===== config.mk =====
export PLATFORM = sky130hd
export DESIGN_NAME = busca_minas_input_ctrl
export DESIGN_NICKNAME = d
export VERILOG_FILES = /design/src/rtl/busca_minas_input_ctrl.sv
export SDC_FILE = /design/constraint.sdc
export NUM_CORES = 1
export LEC_CHECK = 0
export CAP_MARGIN = 15
export CORE_UTILIZATION = 40
export DETAILED_ROUTE_END_ITERATION = 7
export GPL_ROUTABILITY_DRIVEN = 0
export PLACE_DENSITY_LB_ADDON = 0.08
export SYNTH_ARGS = -nofsm -noshare
export SYNTH_HDL_FRONTEND = slang
export SYNTH_SLANG_ARGS = --single-unit

===== constraint.sdc =====
create_clock -name clk -period 3.2 [get_ports clk]
set_input_delay 0.48 -clock clk [delete_from_list [all_inputs] [get_ports clk]]
set_output_delay 0.48 -clock clk [all_outputs]
set_load 0.02 [all_outputs]

===== src/rtl/busca_minas_input_ctrl.sv =====
// rtl/busca_minas_input_ctrl.sv - button sync/debounce, board cursor and command handshake
// Front end for busca_minas: four active-low buttons become cursor moves and reveal/flag commands.
module busca_minas_input_ctrl #(
  parameter int DEBOUNCE_CYCLES = 4,
  parameter int BOARD_W         = 8,
  parameter int BOARD_H         = 8
) (
  input  logic                       clk,
  input  logic                       rst,
  input  logic                       mov_right,
  input  logic                       mov_down,
  input  logic                       sel,
  input  logic                       sel_flag,
  input  logic                       gameover,
  input  logic                       cmd_ready,
  output logic [$clog2(BOARD_W)-1:0] cur_x,
  output logic [$clog2(BOARD_H)-1:0] cur_y,
  output logic                       cmd_valid,
  output logic                       cmd_flag,
  output logic [$clog2(BOARD_W)-1:0] cmd_x,
  output logic [$clog2(BOARD_H)-1:0] cmd_y
);
  localparam int XW = $clog2(BOARD_W);
  localparam int YW = $clog2(BOARD_H);
  localparam int CW = $clog2(DEBOUNCE_CYCLES + 1);

  typedef enum logic {CMD_IDLE, CMD_PEND} cmd_state_t;

  // Bit order everywhere: 0 right, 1 down, 2 reveal, 3 flag.
  logic [3:0]    w_raw;
  logic [3:0]    r_sync1, r_sync2, r_db, r_press;
  logic [3:0]    w_db_next, w_ev;
  logic [CW-1:0] r_cnt      [4];
  logic [CW-1:0] w_cnt_next [4];

  logic [XW-1:0] r_cur_x, r_cmd_x, w_cmd_x_next;
  logic [YW-1:0] r_cur_y, r_cmd_y, w_cmd_y_next;
  logic          r_cmd_flag, w_cmd_flag_next;
  cmd_state_t    r_state, w_state_next;

  assign w_raw = {sel_flag, sel, mov_down, mov_right};

  always_comb begin
    for (int i = 0; i < 4; i++) begin
      w_db_next[i]  = r_db[i];
      w_cnt_next[i] = '0;
      if (r_sync2[i] != r_db[i]) begin
        if (r_cnt[i] == CW'(DEBOUNCE_CYCLES - 1)) w_db_next[i] = r_sync2[i];
        else                                      w_cnt_next[i] = r_cnt[i] + CW'(1);
      end
    end
  end

  // Debounce keeps running during gameover so a held button never re-fires.
  always_ff @(posedge clk or negedge rst) begin
    if (!rst) begin
      r_sync1 <= '1;
      r_sync2 <= '1;
      r_db    <= '1;
      r_press <= '0;
      for (int i = 0; i < 4; i++) r_cnt[i] <= '0;
    end else begin
      r_sync1 <= w_raw;
      r_sync2 <= r_sync1;
      r_db    <= w_db_next;
      r_press <= r_db & ~w_db_next;
      for (int i = 0; i < 4; i++) r_cnt[i] <= w_cnt_next[i];
    end
  end

  assign w_ev = r_press & {4{~gameover}};

  always_ff @(posedge clk or negedge rst) begin
    if (!rst) begin
      r_cur_x <= '0;
      r_cur_y <= '0;
    end else begin
      if (w_ev[0]) r_cur_x <= (r_cur_x == XW'(BOARD_W - 1)) ? '0 : r_cur_x + XW'(1);
      if (w_ev[1]) r_cur_y <= (r_cur_y == YW'(BOARD_H - 1)) ? '0 : r_cur_y + YW'(1);
    end
  end

  // Command capture uses the pre-move cursor; reveal outranks flag in the same cycle.
  always_comb begin
    w_state_next    = r_state;
    w_cmd_flag_next = r_cmd_flag;
    w_cmd_x_next    = r_cmd_x;
    w_cmd_y_next    = r_cmd_y;
    case (r_state)
      CMD_IDLE: begin
        if (w_ev[2] || w_ev[3]) begin
          w_state_next    = CMD_PEND;
          w_cmd_flag_next = ~w_ev[2];
          w_cmd_x_next    = r_cur_x;
          w_cmd_y_next    = r_cur_y;
        end
      end
      CMD_PEND: begin
        if (gameover || cmd_ready) w_state_next = CMD_IDLE;
      end
      default: w_state_next = CMD_IDLE;
    endcase
  end

  always_ff @(posedge clk or negedge rst) begin
    if (!rst) begin
      r_state    <= CMD_IDLE;
      r_cmd_flag <= 1'b0;
      r_cmd_x    <= '0;
      r_cmd_y    <= '0;
    end else begin
      r_state    <= w_state_next;
      r_cmd_flag <= w_cmd_flag_next;
      r_cmd_x    <= w_cmd_x_next;
      r_cmd_y    <= w_cmd_y_next;
    end
  end

  assign cur_x     = r_cur_x;
  assign cur_y     = r_cur_y;
  assign cmd_valid = (r_state == CMD_PEND);
  assign cmd_flag  = r_cmd_flag;
  assign cmd_x     = r_cmd_x;
  assign cmd_y     = r_cmd_y;
endmodule


==> out/metrics.yaml, run 1 <==
status: "completed"
cts_tree: "built"
cts_made_buffers: 5
arrival_ns: 1.36
cts_root_buf: "clkbuf_8"
ir_worst_vdd_mv: 0.3973
critical-path-top-delay-family: "buffers and inverters"
drc_errors: 0
grt_pass1_wl_mm: 4.126
initial_core_util_pct: 43.00
fillCellCount: 325
seqCellArea_um2: 1066
layout_min_cycle_time_ns: 1.843
dp_hpwl_mm: 1.682
drt_pre_antenna_iters: 2
final-setup-viol-count: 0
endpoint_kind: "output pin"
finClkSkew_ns: 0.008547
worst_pin_slew_ns: 0.8820
synth_fp_nets: 118
final_hold_viol_count: 0
die-area_um2: 4313
synth_edf_count: 0
final_core_util_pct: 52.92
ant_nets: 0
die_w_um: 65.67
fmax_mhz: 542.7
power_density_nw_per_um2: 728.1
drv_cap: 0
postCtsHoldBufs: 0
insertion_delay_ns: 0.29
cts_buffer_depth: 2
synth.most_common_cell: "dfrtp_1"
cts_max_level: 2
synth_area_per_cell_um2: 15.90
cp_slowest_stage_delay_ns: 0.64
min_path_type: "in2async"
grt_pass1_vias: 914
track_usage_pct: 13.17
synthesis.area_um2: 1622
clk_pin_slew_ns: 0.07
crit_chain: "clkdlybuf4s50_1"
startpoint_type: "flip-flop"
cp.required_ns: 2.72
io_pins: 22
syn_inst: 102
vias: 874
yosys.cell_types.count: 20
num-nets-final: 146
grt_setup_unrepaired: "false"
post_cts_resized: 0
io_buffers: 21
cp_slowest_cell: "clkdlybuf4s50_1"
viasPerCell: 4.883
antenna_found_initial: 0
cts_setup_buffers: 0
critPathBufInv: 1
core_um2: 3771
setup_ws_ns: 1.357
slew_headroom_pct: 41.20
rows: 22
synthFlopType: "dfrtp_1"
multiInputGateArea_um2: 555.5
yosys_register_bits: 42
crit_fanout: 4
tns_ns: 0
place_ws_ns: 1.434
critPathKind: "reg2out"
async_flop_share_pct: 100.0
drive_gt1_share_pct: 29.01
synth_top_area_cell: "dfrtp_1"
synth.top_cell.area_share_pct: 46.30
yosysWarnings: 0
synth_commonest_cells: "30 x dfrtp_1, 12 x dfstp_2, 8 x ha_1, 8 x mux2_2, 7 x nor3b_1"
maxSlewViolCount: 0
grt.overflow.total: 0
fin_area_um2: 1996
fin_hold_ws_ns: 0.3058
synth_seq_area_share_pct: 65.74
grt_max_degree: 43
area_delta_synth_final_pct: 23.07
antenna_cells: 0
p_leak_uw: 0.0009495
drt_wl_total_mm: 2.346
synth_area_leaders: "dfrtp_1 46%, dfstp_2 19%, ha_1 6.2%"
wl_per_cell_um: 13.11
cts.sinks: 42
dpl_cell_area_um2: 1887
dr.first_iter.drc_count: 29
fin_crit_sh_pct: 57.58
dieHeight_um: 65.67
-- cell type report --
| cell class | instances | area share [%] |
|---|---|---|
| sequential | 42 | 53.42 |
| timing repair buffer | 21 | 10.28 |
| multi-input combinational | 60 | 27.84 |
| clock inverter | 3 | 2.006 |
| tap | 48 | 3.009 |
| clock buffer | 5 | 3.448 |
-- path summary, 6_finish.rpt --
check	start	to	slack [ns]	depth (start not counted)
worst min register to register	r_sync1[3]	r_sync2[3]	0.36	0
worst min-delay path	rst	cmd_x[2]	0.31	1
worst max register to register	cur_y[0]	cur_y[2]	1.91	3
max in group asynchronous	rst	cur_x[2]	2.34	1
min in group clk	r_sync1[3]	r_sync2[3]	0.36	0
worst max-delay path	cmd_valid	cmd_valid	1.36	1
-- cells by family after synthesis --
group | count (synthesis) | share of synthesized area [%]
XOR/XNOR | 4 | 2.160
adder cells (fa/ha/maj) | 8 | 6.173
flip-flops | 42 | 65.74
AO/OA/AOI/OAI | 6 | 2.855
AND/OR/NAND/NOR | 28 | 11.96
multiplexers | 14 | 11.11
-- sequential cells by signal, summed over array words and instances (netlist names), 3 cells and up --
| signal | flops |
|---|---|
| r_cnt | 12 |
| cur_x | 3 |
| r_press | 4 |
| cmd_y | 3 |
| r_db | 4 |
| r_sync2 | 4 |
| r_sync1 | 4 |
| cmd_x | 3 |
| cur_y | 3 |
-- through the flow --
stage / std cells / power [µW]
after floorplan: 102 / 936.4
after global placement: 171 / 1044
after detailed placement: 171 / 1068
after CTS: 179 / 1479
after global routing: 179 / 1547
final: 179 / 1453
-- cell usage in the layout (no fill, tap or decap) --
master           synthesis  routed
o21ai_0                  1       1
mux2_4                   6       6
nor3b_1                  7       7
nand2b_4                 1       1
clkdlybuf4s50_1          0      20
clkinv_2                 0       2
and3b_1                  4       4
mux2_2                   8       8
dfstp_2                 12      12
xnor2_1                  4       4
bufinv_16                0       1
a21oi_1                  2       2
nor2_4                   1       1
clkbuf_8                 0       5
buf_2                    0       1
nor3_1                   6       6
a211oi_1                 1       1
nor2_1                   1       1
a21o_1                   1       1
nand2b_1                 1       1
dfrtp_1                 30      30
ha_1                     8       8
nand2_1                  1       1
nor2b_1                  6       6
o21ai_4                  1       1
-- report_power, final --
group	internal, µW	total (µW)	leakage (µW)	switching (µW)
clock network	230	404	0.0000579	175
registers	656	729	0.000534	73.1
logic	175	319	0.000358	145
total	1060	1450	0.000949	392
-- metal layers --
layer	part of all wire [%]	GRT usage (%)	vias to the layer above
li1	-	-	413
met1	47	15.10	435
met2	48	21.94	22
met3	3.8	5.208	4
met4	1.3	4.891	0
met5	0	0	-
Power figures use the tool's default switching activity.
==> run 2: changes to the inputs <==
clock period = 1.8 ns   (was 3.2 ns; I/O delays follow)
==> run 2 against run 1 <==
Net effect:
- via count increased by 0.46%
- routed wire length down 0.38%
- hold slack improved by 0.053 ns
- sequential share of layout area fell by 0.20 points
- register-to-register slack worse by 1.4 ns
- design area grew 0.38%
- clock power rose by 41%
- clock-buffer cell count is 1 higher
==> out/metrics.yaml, run 2 (same netlist as run 1, synthesis figures left out) <==
highest_layer: "met4"
cp_slowest_stage_delay_ns: 0.64
fmax_mhz: 615.6
die_w_um: 65.67
cts_tree: "built"
reg2reg_depth: 3
status: "completed"
antenna_cells: 0
mostFrequentLayoutCells: "30 x dfrtp_1, 20 x clkdlybuf4s50_1, 12 x dfstp_2"
insertion_delay_ns: 0.28
critPathBufInv: 1
maxSlewViolCount: 0
drive_gt1_share_pct: 28.57
startpoint_type: "flip-flop"
ant_nets: 0
crit_chain: "clkdlybuf4s50_1"
finClkSkew_ns: 0.009242
final-setup-viol-count: 0
dr_wl_met2_mm: 1.162
rows: 22
final_common_cell: "dfrtp_1"
dp_hpwl_mm: 1.758
grt_setup_unrepaired: "false"
worst_pin_slew_ns: 0.4601
drv_cap: 0
drc_errors: 0
initial_core_util_pct: 43.00
setup_ws_ns: 0.1756
antenna_found_initial: 0
io_pins: 22
p_leak_uw: 0.0009503
cp_slowest_cell: "clkdlybuf4s50_1"
core_um2: 3771
top_register: "r_cnt"
crit_end: "cmd_valid"
cts_setup_buffers: 0
cts_buffer_depth: 2
arrival_ns: 1.35
ir_worst_vdd_mv: 0.8302
slew_headroom_pct: 69.32
cts_made_buffers: 5
dr.first_iter.drc_count: 27
cts.sinks: 42
area_delta_synth_final_pct: 23.53
io_buffers: 21
viasPerCell: 4.851
wl_met3_um: 98
fin_area_um2: 2003
min_path_type: "reg2reg"
drt-met1-wl_mm: 1.054
endpoint_kind: "output pin"
layout_min_cycle_time_ns: 1.624
clk_pin_slew_ns: 0.08
post_layout_nonfiller_instances: 181
timing.rr.start: "cur_y[0]"
dpl_cell_area_um2: 1907
largest_register_ffs: 12
wl_per_cell_um: 12.91
grt_pass1_wl_mm: 4.119
final_hold_viol_count: 0
cp.required_ns: 1.53
drt_pre_antenna_iters: 4
post_cts_resized: 0
r2r-end: "cur_y[2]"
dieHeight_um: 65.67
postCtsHoldBufs: 1
r2r_setup_slack_ns: 0.51
critPathKind: "reg2out"
post-place-cells: 172
grt_max_degree: 25
cts_max_level: 2
critical-path-top-delay-family: "buffers and inverters"
crit_cells: 1
track_usage_pct: 13.01
place_ws_ns: 0.2446
final_core_util_pct: 53.12
num-nets-final: 148
cts_root_buf: "clkbuf_8"
tns_ns: 0
drt_wl_total_mm: 2.337
crit_fanout: 4
crit_start: "cmd_valid"
grt_pass1_vias: 967
vias: 878
power_density_nw_per_um2: 1220
grt.overflow.total: 0
fin_crit_sh_pct: 90.24
die-area_um2: 4313
==> run 2: cell types whose count changed in the layout (fill, tap and decap cells not counted) <==
cell | before | now
dlygate4sd3_1 | 0 | 1
buf_12 | 0 | 1
bufinv_16 | 1 | 0
clkbuf_1 | 0 | 1
clkinv_4 | 0 | 1
clkinv_2 | 2 | 1
==> run 2: how the worst min path moves through the flow <==
stage,startpoint,endpoint,slack (ns),cells after the start
finish,r_sync1[1],r_sync2[1],0.36,0
global route,r_sync1[1],r_sync2[1],0.36,0
CTS,r_sync1[0],r_sync2[0],0.36,0
detailed placement,rst,cmd_x[2],0.25,1
global placement,rst,cmd_x[2],0.23,1
floorplan,rst,cmd_flag,-0.03,0
==> run 2: layout make-up <==
type	instances	area (µm²)
timing repair buffer	23	235.2
tap	48	60.06
fill	313	1768
sequential	42	1066
multi-input combinational	60	555.5
clock inverter	2	13.76
clock buffer	6	72.57
==> run 2: worst register-to-register path, stage by stage, from the launching register on <==
cell and delay (ns):
dfrtp_1 0.44, ha_1 0.23, ha_1 0.26, mux2_2 0.25
==> run 2: power by group <==
| part | switching, µW | internal (µW) | total (µW) |
|---|---|---|---|
| logic | 256 | 316 | 572 |
| clock network | 297 | 273 | 570 |
| registers | 135 | 1170 | 1300 |
| total | 688 | 1760 | 2440 |
==> run 2: metal layers <==
| metal | GRT usage [%] | vias up |
|---|---|---|
| li1 | - | 419 |
| met1 | 14.61 | 437 |
| met2 | 22.32 | 20 |
| met3 | 4.167 | 2 |
| met4 | 5.707 | 0 |
| met5 | 0 | - |
==> run 2: metrics by stage <==
stage          power [µW]  hold WS, ns
3_3_place_gp         1861       0.2343
3_5_place_dp         1905       0.2487
6_report             2444       0.3586
4_1_cts              2495       0.3624
2_1_floorplan        1665     -0.02559
5_1_grt              2605       0.3630
